--- src/rtl/alu_wb_fifo_if.sv ---
// Handshake bundle between the ALU writeback buffer and its neighbours.
//   master : the side that offers ALU results and drains the head entry
//   slave  : the buffer itself (alu_wb_fifo)
// Signals:
//   in_valid/in_ready/in_f/in_flags/in_tag      result capture handshake
//   out_valid/out_ready/out_f/out_flags/out_tag register-file write handshake
//   count, sticky_c, sticky_v, drop_err         occupancy and sticky status
interface alu_wb_fifo_if #(
    parameter int DW   = 8,
    parameter int AW   = 2,
    parameter int TAGW = 3
);
    logic            in_valid;
    logic            in_ready;
    logic [DW-1:0]   in_f;
    logic [5:0]      in_flags;
    logic [TAGW-1:0] in_tag;
    logic            out_valid;
    logic            out_ready;
    logic [DW-1:0]   out_f;
    logic [5:0]      out_flags;
    logic [TAGW-1:0] out_tag;
    logic [AW:0]     count;
    logic            sticky_c;
    logic            sticky_v;
    logic            drop_err;

    modport master (
        output in_valid, in_f, in_flags, in_tag, out_ready,
        input  in_ready, out_valid, out_f, out_flags, out_tag,
        input  count, sticky_c, sticky_v, drop_err
    );

    modport slave (
        input  in_valid, in_f, in_flags, in_tag, out_ready,
        output in_ready, out_valid, out_f, out_flags, out_tag,
        output count, sticky_c, sticky_v, drop_err
    );
endinterface

--- src/rtl/alu_wb_fifo.sv ---
// Writeback buffer downstream of the 8-bit ALU. Each accepted result f, its
// flags {z,c,v,agtb,altb,aeqb} and a destination tag are stored in a
// first-word-fall-through FIFO and drained to the register-file write port
// with valid/ready, so a stalled writeback never loses an accepted result.
// Sticky status (carry seen, overflow seen, result dropped) is kept for the
// control unit and clears only on rst.
// Ports:
//   clk  rising-edge clock
//   rst  asynchronous, active-high reset
//   bus  alu_wb_fifo_if.slave (capture side, drain side, count, status)
module alu_wb_fifo #(
    parameter int DW    = 8,
    parameter int DEPTH = 4,
    parameter int AW    = 2,
    parameter int TAGW  = 3
) (
    input  logic         clk,
    input  logic         rst,
    alu_wb_fifo_if.slave bus
);
    localparam int EW = DW + 6 + TAGW;
    localparam logic [AW:0] FULL_CNT = (AW + 1)'(DEPTH);

    logic [EW-1:0]   mem_r [DEPTH];
    logic [AW-1:0]   wr_ptr_r;
    logic [AW-1:0]   rd_ptr_r;
    logic [AW:0]     count_r;
    logic            sticky_c_r;
    logic            sticky_v_r;
    logic            drop_err_r;

    logic            full_s;
    logic            empty_s;
    logic            push_s;
    logic            pop_s;
    logic [EW-1:0]   head_s;

    // Status and handshake qualifiers; ready/valid depend on count only.
    always_comb begin
        full_s  = (count_r == FULL_CNT);
        empty_s = (count_r == {(AW + 1){1'b0}});
        push_s  = bus.in_valid & ~full_s;
        pop_s   = ~empty_s & bus.out_ready;
    end

    // Head entry falls through when occupied; zeros when empty so stale data never leaks.
    always_comb begin
        head_s = {EW{1'b0}};
        if (!empty_s) begin
            head_s = mem_r[rd_ptr_r];
        end else begin
            head_s = {EW{1'b0}};
        end
    end

    // Entry storage; cleared on reset so discarded results cannot reappear.
    always_ff @(posedge clk or posedge rst) begin
        if (rst) begin
            for (int i = 0; i < DEPTH; i++) begin
                mem_r[i] <= {EW{1'b0}};
            end
        end else if (push_s) begin
            mem_r[wr_ptr_r] <= {bus.in_f, bus.in_flags, bus.in_tag};
        end else begin
            mem_r[wr_ptr_r] <= mem_r[wr_ptr_r];
        end
    end

    // Pointers wrap naturally at DEPTH because DEPTH is a power of two.
    always_ff @(posedge clk or posedge rst) begin
        if (rst) begin
            wr_ptr_r <= {AW{1'b0}};
            rd_ptr_r <= {AW{1'b0}};
        end else begin
            if (push_s) begin
                wr_ptr_r <= wr_ptr_r + AW'(1);
            end else begin
                wr_ptr_r <= wr_ptr_r;
            end
            if (pop_s) begin
                rd_ptr_r <= rd_ptr_r + AW'(1);
            end else begin
                rd_ptr_r <= rd_ptr_r;
            end
        end
    end

    // Occupancy: simultaneous push and pop leaves it unchanged.
    always_ff @(posedge clk or posedge rst) begin
        if (rst) begin
            count_r <= {(AW + 1){1'b0}};
        end else begin
            case ({push_s, pop_s})
                2'b10:   count_r <= count_r + (AW + 1)'(1);
                2'b01:   count_r <= count_r - (AW + 1)'(1);
                default: count_r <= count_r;
            endcase
        end
    end

    // Sticky exception status; a drop is any offered result while full.
    always_ff @(posedge clk or posedge rst) begin
        if (rst) begin
            sticky_c_r <= 1'b0;
            sticky_v_r <= 1'b0;
            drop_err_r <= 1'b0;
        end else begin
            sticky_c_r <= sticky_c_r | (push_s & bus.in_flags[4]);
            sticky_v_r <= sticky_v_r | (push_s & bus.in_flags[3]);
            drop_err_r <= drop_err_r | (bus.in_valid & full_s);
        end
    end

    assign bus.in_ready  = ~full_s;
    assign bus.out_valid = ~empty_s;
    assign bus.out_f     = head_s[EW-1 -: DW];
    assign bus.out_flags = head_s[TAGW +: 6];
    assign bus.out_tag   = head_s[TAGW-1:0];
    assign bus.count     = count_r;
    assign bus.sticky_c  = sticky_c_r;
    assign bus.sticky_v  = sticky_v_r;
    assign bus.drop_err  = drop_err_r;
endmodule
--- src/flat_wrapper.sv ---
// flat-port wrapper written by rule: the top's interface ports become plain ports
module alu_wb_fifo_flat 
#(
    parameter int DW    = 8,
    parameter int DEPTH = 4,
    parameter int AW    = 2,
    parameter int TAGW  = 3
)
  (clk, rst, bus_in_valid, bus_in_f, bus_in_flags, bus_in_tag, bus_out_ready, bus_in_ready, bus_out_valid, bus_out_f, bus_out_flags, bus_out_tag, bus_count, bus_sticky_c, bus_sticky_v, bus_drop_err);
  alu_wb_fifo_if #(.DW(DW), .AW(AW), .TAGW(TAGW)) bus_i ();
  input  logic clk;
  input  logic rst;
  input wire logic [$bits(bus_i.in_valid)-1:0] bus_in_valid;
  input wire logic [$bits(bus_i.in_f)-1:0] bus_in_f;
  input wire logic [$bits(bus_i.in_flags)-1:0] bus_in_flags;
  input wire logic [$bits(bus_i.in_tag)-1:0] bus_in_tag;
  input wire logic [$bits(bus_i.out_ready)-1:0] bus_out_ready;
  output wire logic [$bits(bus_i.in_ready)-1:0] bus_in_ready;
  output wire logic [$bits(bus_i.out_valid)-1:0] bus_out_valid;
  output wire logic [$bits(bus_i.out_f)-1:0] bus_out_f;
  output wire logic [$bits(bus_i.out_flags)-1:0] bus_out_flags;
  output wire logic [$bits(bus_i.out_tag)-1:0] bus_out_tag;
  output wire logic [$bits(bus_i.count)-1:0] bus_count;
  output wire logic [$bits(bus_i.sticky_c)-1:0] bus_sticky_c;
  output wire logic [$bits(bus_i.sticky_v)-1:0] bus_sticky_v;
  output wire logic [$bits(bus_i.drop_err)-1:0] bus_drop_err;
  assign bus_i.in_valid = bus_in_valid;
  assign bus_i.in_f = bus_in_f;
  assign bus_i.in_flags = bus_in_flags;
  assign bus_i.in_tag = bus_in_tag;
  assign bus_i.out_ready = bus_out_ready;
  assign bus_in_ready = bus_i.in_ready;
  assign bus_out_valid = bus_i.out_valid;
  assign bus_out_f = bus_i.out_f;
  assign bus_out_flags = bus_i.out_flags;
  assign bus_out_tag = bus_i.out_tag;
  assign bus_count = bus_i.count;
  assign bus_sticky_c = bus_i.sticky_c;
  assign bus_sticky_v = bus_i.sticky_v;
  assign bus_drop_err = bus_i.drop_err;
  alu_wb_fifo #(.DW(DW), .DEPTH(DEPTH), .AW(AW), .TAGW(TAGW)) u_core (.clk(clk), .rst(rst), .bus(bus_i));
endmodule
--- config.mk ---
export PLATFORM = sky130hd
export DESIGN_NAME = alu_wb_fifo_flat
export DESIGN_NICKNAME = d
export VERILOG_FILES = /design/src/rtl/alu_wb_fifo_if.sv /design/src/rtl/alu_wb_fifo.sv /design/src/flat_wrapper.sv
export SDC_FILE = /design/constraint.sdc
export NUM_CORES = 1
export LEC_CHECK = 0
export BUFFER_PORTS_ARGS = -buffer_cell sky130_fd_sc_hd__buf_2
export CAP_MARGIN = 20
export CORE_ASPECT_RATIO = 1.5
export CORE_UTILIZATION = 53
export CTS_CLUSTER_SIZE = 28
export DETAILED_ROUTE_END_ITERATION = 8
export GPL_TIMING_DRIVEN = 0
export HOLD_SLACK_MARGIN = 0.1
export PLACE_DENSITY = 0.82
export SYNTH_ARGS = -nofsm -noshare
export SYNTH_HDL_FRONTEND = slang
export SYNTH_SLANG_ARGS = --single-unit
export TNS_END_PERCENT = 1
--- constraint.sdc ---
create_clock -name clk -period 1.9 [get_ports clk]
set_input_delay 0.095 -clock clk [delete_from_list [all_inputs] [get_ports clk]]
set_output_delay 0.095 -clock clk [all_outputs]
set_load 0.01 [all_outputs]
# Yosys cells after proc, flatten, opt, wreduce, memory -nomap -nowiden
# Index checks and enable logic that the tools add are counted.
# totals
ff_bits	78
output_inout_bits	25
in_bits	21
# classes
reduce_logical	3
addsub	4
bitwise_logic	12
order_cmp	3
n_eq_ne	3
muxes	13
# op_table
op	count
bitwise mux 68 bit	2
two-way mux 17 bit	6
binary-select mux 17 bit (select 2 bit)	2
two-way mux 68 bit	1
demux 17 bit (select 2 bit)	1
>= comparator 3 bit (second input constant)	2
NOT 2 -> 3 bit	2
one-hot mux 3 bit (2 select lines)	1
AND 1 bit	5
adder 2 x 1 -> 2 bit (second input constant)	2
adder 3 x 1 -> 3 bit (second input constant)	1
equality test 3 bit (second input constant)	1
zero test 3 bit	1
< comparator 3 x 1 -> 1 bit (second input constant)	1
OR 1 bit	3
subtractor 3 x 1 -> 3 bit (second input constant)	1
equality test 2 x 1 -> 1 bit (second input constant)	1
equality test 2 bit (second input constant)	1
NOT 1 bit	2
nonzero test 2 bit	1
logical AND 1 bit	1

# Logic depth before layout (Yosys ltp)
# depth
ltp_word	7
mapped_depth	9
depth_no_buf	9

# Worst setup path before layout
# No wires, ideal clock.
# synth_timing
path_type	reg2reg
start	register u_core.count_r[0] (netlist: u_core.bus.count[0])
end	register u_core.count_r[2] (netlist: u_core.bus.count[2])
required_ns	1.821
path_buffers	0
t_arrival_ns	2.053
setup_slack_ns	-0.233
synth_period_minus_slack_ns	2.133
path_stages_with_launch	10
path_cell_list	dfrtp_1 > nor3b_4 > inv_2 > nand2_1 > ha_1 > inv_1 > fa_1 > xor2_1 > nor2_1 > xor2_1
# synth_via
elab_chain_len	5
# synth_rtl
item	line	text
from (decl)	alu_wb_fifo.sv:27	logic [AW:0] count_r;
from (signal assigned)	alu_wb_fifo.sv:91	count_r <= {(AW + 1){1'b0}};
from (signal assigned)	alu_wb_fifo.sv:94	2'b10: count_r <= count_r + (AW + 1)'(1);
from (signal assigned)	alu_wb_fifo.sv:95	2'b01: count_r <= count_r - (AW + 1)'(1);
equality test 3 bit or zero test 3 bit (tied branches)	alu_wb_fifo.sv:40, alu_wb_fifo.sv:41	
NOT 1 bit (on tied branches)	alu_wb_fifo.sv:42, alu_wb_fifo.sv:43	
AND 1 bit (on tied branches)	alu_wb_fifo.sv:42, alu_wb_fifo.sv:43	
equality test 2 x 1 -> 1 bit or equality test 2 bit (tied branches)	alu_wb_fifo.sv:93	case ({push_s, pop_s})
one-hot mux 3 bit (2 select lines) or nonzero test 2 bit (tied branches)	--	
# Parallel ways exist; a longest one is shown, timed or not.
# A chain may end at the register's enable or synchronous reset.

# Worst setup path after layout
# layout_timing
start	register u_core.count_r[2] (netlist: u_core.bus.count[2])
end	register u_core.count_r[2] (netlist: u_core.bus.count[2])
# layout_via
elab_chain_len	5
# layout_rtl
item	line	text
zero test 3 bit (*)	alu_wb_fifo.sv:41	empty_s = (count_r == {(AW + 1){1'b0}});
NOT 1 bit (*)	alu_wb_fifo.sv:43	pop_s = ~empty_s & bus.out_ready;
AND 1 bit (*)	alu_wb_fifo.sv:43	
via u_core.pop_s	alu_wb_fifo.sv:35	logic pop_s;
equality test 2 x 1 -> 1 bit or equality test 2 bit (tied branches)	alu_wb_fifo.sv:93	
one-hot mux 3 bit (2 select lines) or nonzero test 2 bit (tied branches)	--	
# The timed path passes the listed nets; every way through them passes the cells marked *.

==> results.json <==
{
  "status": "complete, but fails checks",
  "violations": "setup timing",
  "timing.critical_path.required_ns": 2.13,
  "achievable-frequency_ghz": 0.510,
  "area_delta_synth_final_pct": 21.0,
  "floorplan.die_area_um2": 8240,
  "worst_slew_pin_slew_ns": 0.837,
  "route.detailed.vias_per_inst": 6.65,
  "clk_pin_slew_ns": 0.06,
  "finalSetupViolCount": 2,
  "synth_fp_nets": 388,
  "design.core.area_um2": 7610,
  "clk_root_buffer_cell": "clkbuf_16",
  "worstSetupStartpointType": "flip-flop",
  "rsz0062_at_grt": "yes",
  "timing.final.hold_violations": 0,
  "synthDominantAreaCellType": "dfrtp_1",
  "yosysWarningCount": 0,
  "fp.dieH_um": 111,
  "post_synth_xor_area_fraction_pct": 1.26,
  "complex_gate_fraction_of_the_synthesized_area_pct": 12.8,
  "grt_pass1_wl_um": 18400,
  "place.gp.congestion": 0.836,
  "post_synth_mux_area_share_pct": 20.1,
  "crit_start": "u_core.bus.count[2]",
  "leakagePower_nw": 2.07,
  "floorplan.initialDensity_pct": 54.8,
  "critical_path_arrival_ns": 2.19,
  "synth_fa_ha_area_share_pct": 1.98,
  "layout_worst_path_cycle_share_pct": 103,
  "multi_input_comb_area_um2": 2060,
  "dr.pass1.iters": 6,
  "ant_nets": 0,
  "reg2reg_from": "u_core.bus.count[2]",
  "hpwlAfterDp_um": 7490,
  "chipWidth_um": 74.5,
  "critical_path.max_stage_delay_ns": 0.41,
  "groute.usage.overall_pct": 30.7,
  "cp_slowest_cell": "dfrtp_1",
  "crit_family": "simple AND/OR/NAND/NOR gates",
  "placement_rows": 39,
  "grt_start_max_net_pins": 43,
  "final.setup_skew_ns": 0.00510,
  "setup.worst_path.class": "reg -> reg",
  "clockBufferDepth": 2,
  "io_buffer_count": 45,
  "cp.buffers_inverters": 2,
  "detail_route.wirelength_um": 11600,
  "cts_made_buffers": 9,
  "slew-limit-headroom_pct": 44.1,
  "layout_setup_ws_ns": -0.0602,
  "power_density_nw_per_um2": 2080,
  "cts.htree.levels": 3,
  "postSynthAreaPerCell_um2": 11.6,
  "tritoncts_clock_tree": "built",
  "global_route.overflow_total": 0,
  "dr_total_vias": 3571,
  "number_of_antenna_violations_at_the_first_check_in_global_routing": 0,
  "dpl_cell_area_um2": 4550,
  "worst_skew_pair.late_latency_ns": 0.35,
  "grt_pass1_vias": 3544,
  "timing.final.crit_period_ns": 1.96,
  "placed_cells_incl_taps": 509,
  "simple_gate_share_of_the_synthesized_area_pct": 12.5,
  "min-delay-start": "bus_out_ready",
  "regArea_um2": 1950,
  "nFillCells": 580,
  "drtIter0Drc": 527,
  "crit_top_cell": "xor2_1",
  "ys_seq_area_share_pct": 46.7,
  "final_nets": 457,
  "timing.final.max_slew_violations": 0,
  "clkSinkCount": 78,
  "final_layout_size_suffix_gt1_share_pct": 30.3,
  "worst_min_delay_path_class": "in -> reg",
  "ys_ff_latch": 78,
  "synth_top_family_by_area": "multiplexers",
  "routed_length_per_placed_instance_um": 21.5,
  "synthCells": 361,
  "insertedDiodeCount": 0,
  "remaining_routing_drc_violations": 0,
  "critPathCaptureType": "flip-flop",
  "synth.lib_cells_used.distinct": 29,
  "syn_area_um2": 4180,
  "critical_path_peak_fanout": 4,
  "stdcell_area_um2": 5050,
  "cap_violations": 0,
  "final_cells": 537,
  "ranking_of_synthesized_cells_by_area": "dfrtp_1 (47%), mux4_2 (11%), a31oi_1 (10%)",
  "yosysTopAreaCellShare_pct": 46.7,
  "vdd.ir_drop.worst_v": 0.000900,
  "critical_path.cell_chain": "or3_4, buf_8, and2_4, ha_4, inv_2, fa_2, xor2_1, nor2_1, xor2_1",
  "io_count": 46
}
## sequential cells by signal (all words and copies together) (netlist names)
| register | cells |
|---|---|
| u_core.bus.count | 3 |
| u_core.rd_ptr_r | 2 |
| u_core.bus.sticky_v | 1 |
| u_core.mem_r | 68 |
| u_core.bus.sticky_c | 1 |
| u_core.wr_ptr_r | 2 |
| u_core.bus.drop_err | 1 |
## path summary, 6_finish.rpt
kind                                        to  slack (ns)  cells past startpoint
min                         u_core.rd_ptr_r[0]        0.11                      3
max                        u_core.bus.count[2]       -0.06                      9
min in group asynchronous  u_core.bus.count[0]        0.45                      3
min reg2reg                u_core.bus.drop_err        0.46                      1
max in group asynchronous     u_core.mem_r[54]        0.77                      4
max reg2reg                u_core.bus.count[2]       -0.06                      9
## Yosys cell counts (all sizes together)
master	instances
a21o	1
nor2	69
mux2	1
buf	16
xnor2	3
xor2	3
mux2i	1
o21ai	17
or3	1
mux4	34
nand2	1
and2	18
a31oi	68
inv	8
nand2b	2
nor3b	1
fa	1
clkbuf	15
nand3	18
ha	5
dfrtp	78
## timing repair
item                                    CTS  global route
resized for setup                        32            12
endpoints found under the hold margin    52             0
endpoints found under the setup margin   71            57
setup buffers                             4             3
pin swaps                                 5             3
hold buffers                              6             0
## where the power goes
group	internal (mW)	total, mW	switching [mW]
registers	2.48	3.10	0.616
logic	2.72	5.75	3.03
clock network	0.987	1.66	0.673
total	6.19	10.5	4.32
## per-layer routing
metal | GRT usage [%] | up-vias | wire length (µm)
met5 | 0 | - | 0
met3 | 5.64 | 57 | 1030
li1 | - | 1501 | -
met4 | 17.9 | 0 | 549
met1 | 37.9 | 1760 | 4080
met2 | 49.2 | 253 | 5920
## area by class of cell
| cell class | instances | share of cell area (%) |
|---|---|---|
| tap | 102 | 2.53 |
| buffer | 30 | 4.51 |
| timing repair buffer | 59 | 7.08 |
| clock inverter | 3 | 0.347 |
| inverter | 8 | 0.718 |
| clock buffer | 13 | 5.35 |
| sequential | 78 | 38.7 |
| multi-input combinational | 244 | 40.8 |
## logic make-up after synthesis
kind of cell | after synthesis
adder cells (fa/ha/maj) | 6
AND/OR/NAND/NOR | 110
XOR/XNOR | 6
AO/OA/AOI/OAI | 86
flip-flops | 78
multiplexers | 36
buffers and inverters | 39
## through the flow
step                      power, mW  setup WS (ns)  hold WS (ns)  TNS (ns)  utilization, %
final                          10.5        -0.0602         0.112   -0.0853            66.4
after global routing           11.1         -0.132         0.135    -0.236            66.4
after CTS                      10.3        -0.0822         0.105    -0.163            65.8
after detailed placement       8.43         -0.593         0.286    -13.39            59.8
after global placement         8.18         -0.570         0.397    -10.97            59.5
after floorplan                6.79         -0.210         0.271    -0.326               -
## cell usage in the layout (no fill, tap or decap), types with 2 or more instances in the layout
master	instances
buf_4	9
nand3_1	14
nor2_1	69
buf_2	49
nand2b_1	2
xor2_1	3
inv_1	5
clkbuf_16	9
clkbuf_2	4
clkbuf_4	5
dfrtp_1	76
mux4_2	20
clkinvlp_4	2
mux4_1	14
ha_1	4
dfrtp_2	2
clkbuf_1	5
nand3_2	4
clkinv_2	2
o21ai_0	13
and2_1	17
a31oi_1	68
buf_6	9
dlygate4sd3_1	6
xnor2_1	3
clkbuf_8	3
o21ai_2	4
## worst min-delay path: stages
cell and delay [ns]:
buf_2 0.10, and2_4 0.16, xor2_1 0.06
Note: power is estimated with default switching activity, not from simulation.
